File: config.mk
export PLATFORM = sky130hd
export DESIGN_NAME = busy_arbiter
export DESIGN_NICKNAME = d
export VERILOG_FILES = /design/src/rtl/busy_pkg.sv /design/src/rtl/busy_timer.sv /design/src/rtl/busy_arbiter.sv
export SDC_FILE = /design/constraint.sdc
export NUM_CORES = 1
export LEC_CHECK = 0
export BUFFER_PORTS_ARGS = -buffer_cell sky130_fd_sc_hd__buf_2
export CAP_MARGIN = 20
export CORE_UTILIZATION = 46
export DETAILED_ROUTE_END_ITERATION = 12
export MAX_ROUTING_LAYER = met4
export SLEW_MARGIN = 10
export SYNTH_ARGS = -nofsm -noshare
export SYNTH_HDL_FRONTEND = slang
export SYNTH_SLANG_ARGS = --single-unit
export TNS_END_PERCENT = 10
File: constraint.sdc
create_clock -name i_clk -period 5.47 [get_ports i_clk]
set_input_delay 0.547 -clock i_clk [delete_from_list [all_inputs] [get_ports i_clk]]
set_output_delay 0.547 -clock i_clk [all_outputs]
set_load 0.01 [all_outputs]
File: src/rtl/busy_pkg.sv
// Shared definitions for the busy-resource arbiter: counter width and the
// round-robin pick helper used by the top level.
package busy_pkg;

  localparam int unsigned CNT_W     = 16;
  localparam int unsigned MAX_REQ   = 32;
  localparam int unsigned MAX_IDX_W = 5;

  typedef struct packed {
    logic                 valid;
    logic [MAX_IDX_W-1:0] idx;
  } rr_pick_t;

  // First set bit searched upward from last+1, wrapping modulo nreq.
  function automatic rr_pick_t rr_pick(input logic [MAX_REQ-1:0]   req,
                                       input logic [MAX_IDX_W-1:0] last,
                                       input int unsigned          nreq);
    rr_pick_t    res;
    int unsigned cand;
    res = '0;
    for (int unsigned off = 1; off <= MAX_REQ; off++) begin
      cand = 32'(last) + off;
      if (cand >= nreq) cand = cand - nreq;
      if ((off <= nreq) && !res.valid && req[cand[MAX_IDX_W-1:0]]) begin
        res.valid = 1'b1;
        res.idx   = cand[MAX_IDX_W-1:0];
      end
    end
    return res;
  endfunction

endpackage

File: src/rtl/busy_timer.sv
// Hold-time down-counter for the shared resource: loads on start when idle,
// clears on abort while busy, otherwise counts down to zero.
module busy_timer
  import busy_pkg::*;
(
  input  logic             i_clk,
  input  logic             i_reset,
  input  logic             i_start,
  input  logic [CNT_W-1:0] i_start_amount,
  input  logic             i_abort,
  output logic             o_busy
);

  logic [CNT_W-1:0] r_cnt;
  logic [CNT_W-1:0] w_cnt_nxt;
  logic             r_busy;

  // Decrement is gated by cnt != 0, so the counter never wraps.
  always_comb begin
    w_cnt_nxt = r_cnt;
    if (r_cnt != '0) begin
      if (i_abort) w_cnt_nxt = '0;
      else         w_cnt_nxt = r_cnt - CNT_W'(1);
    end else if (i_start) begin
      w_cnt_nxt = i_start_amount;
    end
  end

  always_ff @(posedge i_clk) begin
    if (i_reset) begin
      r_cnt  <= '0;
      r_busy <= 1'b0;
    end else begin
      r_cnt  <= w_cnt_nxt;
      r_busy <= (w_cnt_nxt != '0);
    end
  end

  assign o_busy = r_busy;

`ifdef FORMAL
  a_cnt_max:  assert property (@(posedge i_clk) r_cnt <= i_start_amount);
  a_busy_cnt: assert property (@(posedge i_clk) r_busy == (r_cnt != '0));
`endif

endmodule

File: src/rtl/busy_arbiter.sv
// Round-robin arbiter sharing one timed busy resource among NREQ requesters;
// issues a one-cycle grant and tracks the owner for the whole hold.
module busy_arbiter
  import busy_pkg::*;
#(
  parameter int unsigned NREQ       = 4,
  parameter int unsigned IDX_W      = 2,
  parameter int unsigned MAX_AMOUNT = 22
) (
  input  logic             i_clk,
  input  logic             i_reset,
  input  logic [NREQ-1:0]  i_req,
  input  logic             i_release,
  output logic [NREQ-1:0]  o_grant,
  output logic [IDX_W-1:0] o_owner,
  output logic             o_busy
);

  // Pointer reset to the top index so req[0] is searched first.
  localparam logic [IDX_W-1:0] LAST_RST = IDX_W'(NREQ - 1);

  logic [NREQ-1:0]  r_grant;
  logic [IDX_W-1:0] r_owner;
  logic [IDX_W-1:0] r_last;
  logic             w_busy;
  logic             w_start;
  rr_pick_t         w_pick;
  logic [NREQ-1:0]  w_grant_nxt;
  logic [IDX_W-1:0] w_owner_nxt;

  always_comb begin
    w_pick      = rr_pick(MAX_REQ'(i_req), MAX_IDX_W'(r_last), NREQ);
    w_start     = w_pick.valid && !w_busy;
    w_grant_nxt = NREQ'(MAX_REQ'(1) << w_pick.idx);
    w_owner_nxt = IDX_W'(w_pick.idx);
  end

  always_ff @(posedge i_clk) begin
    if (i_reset) begin
      r_grant <= '0;
      r_owner <= '0;
      r_last  <= LAST_RST;
    end else begin
      r_grant <= '0;
      if (w_start) begin
        r_grant <= w_grant_nxt;
        r_owner <= w_owner_nxt;
        r_last  <= w_owner_nxt;
      end
    end
  end

  busy_timer u_timer (
    .i_clk          (i_clk),
    .i_reset        (i_reset),
    .i_start        (w_start),
    .i_start_amount (CNT_W'(MAX_AMOUNT)),
    .i_abort        (i_release),
    .o_busy         (w_busy)
  );

  assign o_grant = r_grant;
  assign o_owner = r_owner;
  assign o_busy  = w_busy;

`ifdef FORMAL
  a_onehot: assert property (@(posedge i_clk) $onehot0(o_grant));
  a_idle:   assert property (@(posedge i_clk) disable iff (i_reset)
                             (|o_grant) |-> $past(!o_busy));
`endif

endmodule

==> flow_summary.yaml <==
clocking:
  cts_tree: "done"
  cts_num_sinks: 25
  insertion_delay_ns: 0.33
  clk_path_buf_depth: 2
  clkTransAtPathRegs_ns: 0.13
  post_cts_buffers: 0
  post_cts_resize_count: 0
  cts_root_buffer: "clkbuf_4"
  cts_hold_buf: 0
  cts_inserted_buffers: 3
  htreeDepth: 1
yosys:
  async_flop_share_pct: 0
  ys_ff_latch: 25
  synth-edff-count: 0
  ys_top_cells_by_count: "30 x nor2_1, 25 x dfxtp_1, 10 x nand2_1"
  yosysWarnings: 0
  synth_top_cell_area_share_pct: 31.6
  synth_largest_area_cell: "dfxtp_1"
  syn_avg_cell_area_um2: 8.48
  synth.area.top_cells: "dfxtp_1 32%, nor2_1 7.1%, ha_1 5.5%"
  syn_inst: 187
  syn_nets: 201
  yosys.cell_count.top_type: "nor2_1"
  synth_flop_cell: "dfxtp_1"
  seq_area_frac_synth_pct: 31.6
  syn_area_mm2: 0.00159
  yosys.cell_types.count: 50
global_routing:
  grt_max_degree: 15
  grtUsageTotal_pct: 19.9
  grt_pass1_vias: 1153
  antenna_found_initial: 0
  grt_pass1_wl_um: 5250
  overflow: 0
finish:
  syn_to_final_growth_pct: 5.29
  nNetsFinal: 211
  drive_above_1_share_pct: 16.3
  nFillCells: 321
  multiInputGateArea_mm2: 0.00100
  seq_area_um2: 500
  n_antenna_cell: 0
floorplanning:
  fp.dieArea_mm2: 0.00369
  ioPinCount: 14
  start_util_pct: 50.3
  rows: 20
  fp.dieW_um: 60.7
  fp.dieH_um: 60.7
  core_mm2: 0.00315
sta:
  finalHoldViolCount: 0
  maxSlewViolCount: 0
  worst_slew_pin_slew_ns: 0.924
  period_share_pct: 56.7
  fin_setup_tns_ns: 0
  max_freq_mhz: 322
  clock-skew-final_ns: 0.00720
  rsz0062_at_grt: "no"
  setup_violations: 0
  relSlewSlack_pct: 37.6
  period_needed_ns: 3.10
critical_path:
  crit_start: "r_last[0]"
  reg2reg_setup_slack_ns: 2.37
  start_kind: "register"
  crit_fanout: 13
  crit_path_end_kind: "register"
  crit_arrival_ns: 3.36
  crit_type: "reg -> reg"
  r2r-start: "r_last[0]"
  cp.required_ns: 5.73
drt:
  num_vias: 1314
  drcViolationCount: 0
  avgRoutedWirePerCell_um: 13.3
  drt_iter0_drc: 63
  drtPass1Iterations: 4
  drt-total-wl_um: 3190
  ant_nets: 0
  vias_per_cell: 5.48
hold_path:
  hold_start: "o_owner[0]"
  hold_path_class: "reg -> reg"
run_status:
  status: "finished clean"
placement:
  io_buffer_count: 13
  gp_congestion: 0.822
  hpwl_um: 2390
flow_run:
  cap_violations: 0
flip-flops by register name, summed over array words and instances (netlist names):
signal and flops:
u_timer.r_cnt 16, o_grant 4, o_owner 2, r_last 2
u_timer.o_busy 1
cell type report:
type	instances	area share, %
multi-input combinational	149	60.0
sequential	25	30.0
timing repair buffer	13	3.90
tap	44	3.30
clock buffer	3	1.35
inverter	5	1.12
clock inverter	1	0.300
metrics by stage:
stage | hold slack (ns) | worst slack (ns) | util [%] | cell area (um2) | cells
4_1_cts | 0.519 | 2.38 | 52.9 | 1670 | 240
5_1_grt | 0.536 | 2.09 | 52.9 | 1670 | 240
3_5_place_dp | 0.494 | 2.41 | 52.1 | 1640 | 236
6_report | 0.511 | 2.37 | 52.9 | 1670 | 240
3_3_place_gp | 0.487 | 2.59 | 52.1 | 1640 | 236
2_1_floorplan | 0.479 | 3.37 | - | 1590 | 187
metal layers:
| layer | track usage, % | vias to the layer above | wire, um | share of wire [%] |
|---|---|---|---|---|
| met1 | 29.4 | 601 | 1660 | 52 |
| met5 | - | - | 0 | 0 |
| li1 | - | 682 | - | - |
| met4 | 6.82 | 0 | 36 | 1.1 |
| met2 | 28.3 | 26 | 1350 | 42 |
| met3 | 1.92 | 5 | 142 | 4.5 |
critical path, stage by stage, from the launching register on:
cell	delay, ns
dfxtp_1	0.69
inv_1	0.18
ha_1	0.40
a21boi_0	0.38
a221oi_2	0.12
a41oi_1	0.72
nor2b_1	0.15
a211o_1	0.33
o21ai_0	0.06
path summary, 6_finish.rpt:
path,cells past startpoint,to
worst max-delay path,8,u_timer.o_busy
worst min-delay path,2,o_owner[0]
worst max register to register,8,u_timer.o_busy
worst min register to register,2,o_owner[0]
cell usage in the layout (no fill, tap or decap), types with 6 or more instances in the layout:
cell | synthesis | routed
a21oi_1 | 9 | 9
ha_1 | 7 | 7
nor2_1 | 30 | 30
nand2_1 | 10 | 10
xor2_1 | 8 | 8
buf_2 | 0 | 13
o21ai_0 | 6 | 6
nor3_1 | 6 | 6
dfxtp_1 | 25 | 25
nand2b_1 | 9 | 9
cells by family after synthesis:
| family | after synthesis | share of synthesized area (%) |
|---|---|---|
| AO/OA/AOI/OAI | 35 | 15.1 |
| flip-flops | 25 | 31.6 |
| adder cells (fa/ha/maj) | 7 | 5.52 |
| AND/OR/NAND/NOR | 87 | 30.0 |
| buffers and inverters | 13 | 5.21 |
| XOR/XNOR | 13 | 7.18 |
| multiplexers | 7 | 5.45 |
Power is not shown: default switching activity piles up to over one toggle a cycle in this logic, so the estimate is an artifact.
